### config.mk
export PLATFORM = sky130hd
export DESIGN_NAME = switch_allocator
export DESIGN_NICKNAME = d
export VERILOG_FILES = /design/src/rtl/switch_allocator.sv
export SDC_FILE = /design/constraint.sdc
export NUM_CORES = 1
export LEC_CHECK = 0
export ABC_AREA = 1
export CELL_PAD_IN_SITES_DETAIL_PLACEMENT = 0
export CELL_PAD_IN_SITES_GLOBAL_PLACEMENT = 1
export CORE_MARGIN = 10
export CORE_UTILIZATION = 40
export CTS_CLUSTER_DIAMETER = 80
export CTS_CLUSTER_SIZE = 28
export DETAILED_ROUTE_END_ITERATION = 10
export GPL_ROUTABILITY_DRIVEN = 0
export PLACE_DENSITY_LB_ADDON = 0.25
export SYNTH_ARGS = -nofsm -noshare
export SYNTH_HDL_FRONTEND = slang
export SYNTH_SLANG_ARGS = --single-unit
### constraint.sdc
create_clock -name clk -period 5.56 [get_ports clk]
set_input_delay 0.834 -clock clk [delete_from_list [all_inputs] [get_ports clk]]
set_output_delay 0.834 -clock clk [all_outputs]
set_load 0.01 [all_outputs]
### src/rtl/switch_allocator.sv
// switch_allocator: credit-aware round-robin switch allocator for the 5-port
// mesh router (N,S,E,W,L). grant_o/sel_o/valid_o are combinational so a granted
// flit pops in the same cycle; credits, round-robin pointers, locks and the
// sticky error flag are registered.
// Optional feature macro: ALLOC_PKT_LOCK_EN enables per-output wormhole packet
// locking. Without it, tail_i is ignored and every flit is arbitrated alone.
module switch_allocator #(
   parameter int NPORT        = 5,
   parameter int CREDIT_DEPTH = 4,
   parameter int CW           = 3
) (
   input  logic                  clk,
   input  logic                  rst,
   input  logic [NPORT-1:0]      req_i,
   input  logic [3*NPORT-1:0]    dest_i,
   input  logic [NPORT-1:0]      tail_i,
   input  logic [NPORT-1:0]      credit_i,
   output logic [NPORT-1:0]      grant_o,
   output logic [3*NPORT-1:0]    sel_o,
   output logic [NPORT-1:0]      valid_o,
   output logic [CW*NPORT-1:0]   credit_o,
   output logic                  err_o
);

`ifdef ALLOC_PKT_LOCK_EN
   typedef enum logic {LOCK_IDLE, LOCK_HELD} lock_state_t;
`else
   logic unused_tail;
   assign unused_tail = ^tail_i;
`endif

   logic [NPORT-1:0][NPORT-1:0] grant_mat;
   logic [NPORT-1:0]            sat_err;
   logic                        illegal_req;
   logic                        err_reg;
   logic                        err_next;

   // Any live request naming a non-existent port is an error and is never granted.
   always_comb begin
      illegal_req = 1'b0;
      for (int k = 0; k < NPORT; k++)
         if (req_i[k] && (dest_i[3*k +: 3] >= 3'(NPORT)))
            illegal_req = 1'b1;
   end

   generate
      for (genvar gi = 0; gi < NPORT; gi++) begin : g_out
         logic [CW-1:0]    credit_reg;
         logic [CW-1:0]    credit_next;
         logic [2:0]       rr_ptr_reg;
         logic [2:0]       rr_ptr_next;
         logic             lock_active;
         logic [2:0]       lock_owner;
         logic [NPORT-1:0] elig;
         logic [2:0]       cand;
         logic [2:0]       winner;
         logic             hit;
         logic             sat;

         // Inputs eligible for this output: matching request, credit left, lock owner only.
         always_comb begin
            elig = '0;
            for (int k = 0; k < NPORT; k++)
               elig[k] = req_i[k] && (dest_i[3*k +: 3] == 3'(gi)) && (credit_reg != '0)
                         && (!lock_active || (lock_owner == 3'(k)));
         end

         // Round-robin search from the pointer upward, wrapping past the last port.
         always_comb begin
            hit    = 1'b0;
            winner = '0;
            cand   = '0;
            for (int n = 0; n < NPORT; n++) begin
               cand = 3'((int'(rr_ptr_reg) + n) % NPORT);
               if (!hit && elig[cand]) begin
                  hit    = 1'b1;
                  winner = cand;
               end
            end
         end

         // Credit and pointer update; a credit return at full depth saturates and flags.
         always_comb begin
            credit_next = credit_reg;
            rr_ptr_next = rr_ptr_reg;
            sat         = 1'b0;
            if (hit && !credit_i[gi])
               credit_next = credit_reg - CW'(1);
            else if (!hit && credit_i[gi]) begin
               if (credit_reg == CW'(CREDIT_DEPTH))
                  sat = 1'b1;
               else
                  credit_next = credit_reg + CW'(1);
            end
            if (hit && !lock_active)
               rr_ptr_next = (winner == 3'(NPORT-1)) ? 3'd0 : winner + 3'd1;
         end

         // Per-output credit counter and round-robin pointer.
         always_ff @(posedge clk or negedge rst) begin
            if (!rst) begin
               credit_reg <= CW'(CREDIT_DEPTH);
               rr_ptr_reg <= '0;
            end else begin
               credit_reg <= credit_next;
               rr_ptr_reg <= rr_ptr_next;
            end
         end

`ifdef ALLOC_PKT_LOCK_EN
         lock_state_t state_reg;
         lock_state_t state_next;
         logic [2:0]  owner_reg;
         logic [2:0]  owner_next;

         // Lock on a non-tail grant, release on the owner's tail grant.
         always_comb begin
            state_next = state_reg;
            owner_next = owner_reg;
            case (state_reg)
               LOCK_IDLE: if (hit && !tail_i[winner]) begin
                  state_next = LOCK_HELD;
                  owner_next = winner;
               end
               LOCK_HELD: if (hit && tail_i[owner_reg])
                  state_next = LOCK_IDLE;
               default: state_next = LOCK_IDLE;
            endcase
         end

         // Lock state register.
         always_ff @(posedge clk or negedge rst) begin
            if (!rst) begin
               state_reg <= LOCK_IDLE;
               owner_reg <= '0;
            end else begin
               state_reg <= state_next;
               owner_reg <= owner_next;
            end
         end

         assign lock_active = (state_reg == LOCK_HELD);
         assign lock_owner  = owner_reg;
`else
         assign lock_active = 1'b0;
         assign lock_owner  = '0;
`endif

         assign grant_mat[gi]           = (rst && hit) ? (NPORT'(1) << winner) : '0;
         assign valid_o[gi]             = rst & hit;
         assign sel_o[3*gi +: 3]        = (rst && hit) ? winner : 3'd0;
         assign credit_o[CW*gi +: CW]   = credit_reg;
         assign sat_err[gi]             = sat;
      end
   endgenerate

   // Each input names one output, so OR-ing the per-output grant rows is safe.
   always_comb begin
      grant_o = '0;
      for (int j = 0; j < NPORT; j++)
         grant_o = grant_o | grant_mat[j];
   end

   assign err_next = err_reg | illegal_req | (|sat_err);

   // Sticky error flag, cleared only by reset.
   always_ff @(posedge clk or negedge rst) begin
      if (!rst)
         err_reg <= 1'b0;
      else
         err_reg <= err_next;
   end

   assign err_o = err_reg;

endmodule

==> out/results.ini <==
[outcome]
status = finished clean

[critical_path]
path_buf_inv = 8
crit_slowest_cell = dfrtp_1
cp_max_fo = 4
critical_path.max_stage_delay_ns = 0.39
worstRegToRegCells = 29
crit_start = g_out[0].rr_ptr_reg[1]$_DFFE_PN0P_
startpoint_type = flop
crit_required_ns = 4.73
path_delay_family = simple AND/OR/NAND/NOR gates
crit_cells = 34
worstSetupPathType = reg2out
arrival_ns = 4.53
cp_common_cell = nand2_2
end_kind = output port
r2r-start = g_out[1].rr_ptr_reg[0]$_DFFE_PN0P_

[clocking]
clockBufferDepth = 2
clkSinkCount = 31
clkLatencyLatePin_ns = 0.28
cts_tree = built
path_clk_slew_ns = 0.06
h-tree-depth = 2
cts-buffers-inserted = 5
clock-root-buffer = clkbuf_16

[route]
wl_per_cell_um = 13.69
via_count = 9746
via_per_inst = 5.001
detail-route-antenna-nets = 0
drtIter0Drc = 466
route.detailed.drc = 0
routed_wirelength_um = 26690
drt_first_pass_iters = 5

[timing]
drv_slew = 0
finalCritPeriodShare_pct = 96.51
hold_ws_ns = 0.4791
period_needed_ns = 5.366
max_freq_mhz = 186.4
fin_skew_ns = 0.009356
slew-limit-headroom_pct = 63.16
setup_ws_ns = 0.1938
rsz0062_at_grt = true
worst_pin_slew_ns = 0.5468
final-setup-viol-count = 0
finalHoldViolCount = 0

[job]
cap_violations = 0

[floorplan]
pin_count = 73
fp.dieH_um = 170.7
die_w_um = 170.7
start_util_pct = 40.35
coreArea_um2 = 22500
rows = 55
die-area_um2 = 29130

[logic_synthesis]
netlist_instances = 1522
avgSynthCellArea_um2 = 5.966
synth-edff-count = 0
synthArstFlopShare_pct = 100.0
synth_seq_cells = 31
ys_types = 57
synth_area_um2 = 9080
ys.flop_type = dfrtp_1
yosysWarnings = 0
seq_area_frac_synth_pct = 8.612
synth_nets = 1677

[finish]
utilization_pct = 49.03
areaGrowthSynthToFinish_pct = 21.51
fillers = 2376
final_net_count = 1816
postLayoutCellArea_um2 = 11030
drive_above_1_share_pct = 18.77

[place]
dp_hpwl_um = 22700
placed_area_um2 = 10540
dp_slack_ns = 0.0003304
portBuffers = 67

[grt]
grt_max_degree = 19
grt_pass1_vias = 8915
grt_pass1_wl_um = 43390
grt_remaining_overflow = 0
antenna_found_initial = 8
gr-usage-all-layers_pct = 18.00

[hold_path]
worst_hold_path_type = in2async

## metrics by stage
stage | std cells | TNS (ns)
after floorplan | 1522 | 0
after global placement | 1932 | 0
after detailed placement | 1932 | 0
after CTS | 1940 | -0.05382
after global routing | 1947 | -0.3474
final | 1949 | 0
## final timing paths
check	end	slack, ns
min in group clk	g_out[3].credit_reg[0]$_DFFE_PN0P_	0.52
setup / recovery	grant_o[0]	0.19
hold reg to reg	g_out[3].credit_reg[0]$_DFFE_PN0P_	0.52
max in group asynchronous	g_out[4].credit_reg[2]$_DFFE_PN1P_	4.44
hold / removal	g_out[0].credit_reg[0]$_DFFE_PN0P_	0.48
setup reg to reg	g_out[1].credit_reg[2]$_DFFE_PN1P_	1.07
## final cells by class
class	instances	area, um2	area share (%)
flip-flops and latches	31	783.3	7.099
repair buffers	141	1211	10.98
clock buffers	6	138.9	1.259
diodes	2	5.005	0.04536
multi-input cells	1200	7437	67.41
inverters	282	1066	9.662
well taps	285	356.6	3.232
clock inverters	2	35.03	0.3175
## synthesized netlist by cell type (9+ instances only)
cell	number	area, um2
o211ai_1	13	97.59
nor2_2	11	68.82
inv_1	250	938.4
o21ai_1	27	135.1
inv_2	28	105.1
nand3_1	165	825.8
xor2_1	34	297.8
nand2_1	405	1520
nand4_1	43	269.0
ha_1	118	1476
or2_2	9	56.30
nor2_1	134	503.0
nand2_2	33	206.5
a21oi_1	37	185.2
o21ai_0	54	270.3
dfrtp_1	26	650.6
nand3_2	26	260.3
## cell usage in the layout, fill, tap and decap left out, types with 35 or more instances in the layout
cell type	instances
buf_4	74
nand3_1	157
ha_1	106
clkdlybuf4s50_1	60
nand4_1	43
inv_1	244
o21ai_0	52
nand2_2	48
a21oi_1	35
nand2_1	388
nor2_1	124
## logic make-up (layout without fill, tap and decap cells)
kind of cell | count (synthesis) | in the layout | synth area share [%]
xor+xnor | 45 | 45 | 5.112
mux | 2 | 2 | 0.2343
other cells | 0 | 2 | 0
fa+ha+maj | 123 | 123 | 17.36
flops | 31 | 31 | 8.612
buf+inv | 291 | 431 | 12.44
simple gates | 866 | 866 | 45.32
compound gates | 164 | 164 | 10.91
## what timing repair did
| item | CTS | global route |
|---|---|---|
| endpoints found under the setup margin | 5 | 13 |
| hold buffers | 0 | 0 |
| setup buffers | 0 | 7 |
| resized for setup | 9 | 86 |
| pin swaps | 1 | 27 |
## metal layers
layer,global-route usage (%),routed length (um),vias to the layer above
li1,-,-,5148
met1,23.13,12660,4425
met2,29.91,12200,122
met3,4.032,1302,39
met4,4.119,459,12
met5,0,69,-
## worst reg2reg max path: cells and delay by family, from the launching register on
kind                     cells  cell delay (ns)
adder cells (fa/ha/maj)      6             1.31
buffers and inverters        6             0.54
AND/OR/NAND/NOR             15             1.93
flip-flops                   1             0.43
XOR/XNOR                     2             0.22
Power is left out: the tool's default activity adds up to more than one toggle a clock period on the data nets, which glitch-free logic cannot reach.
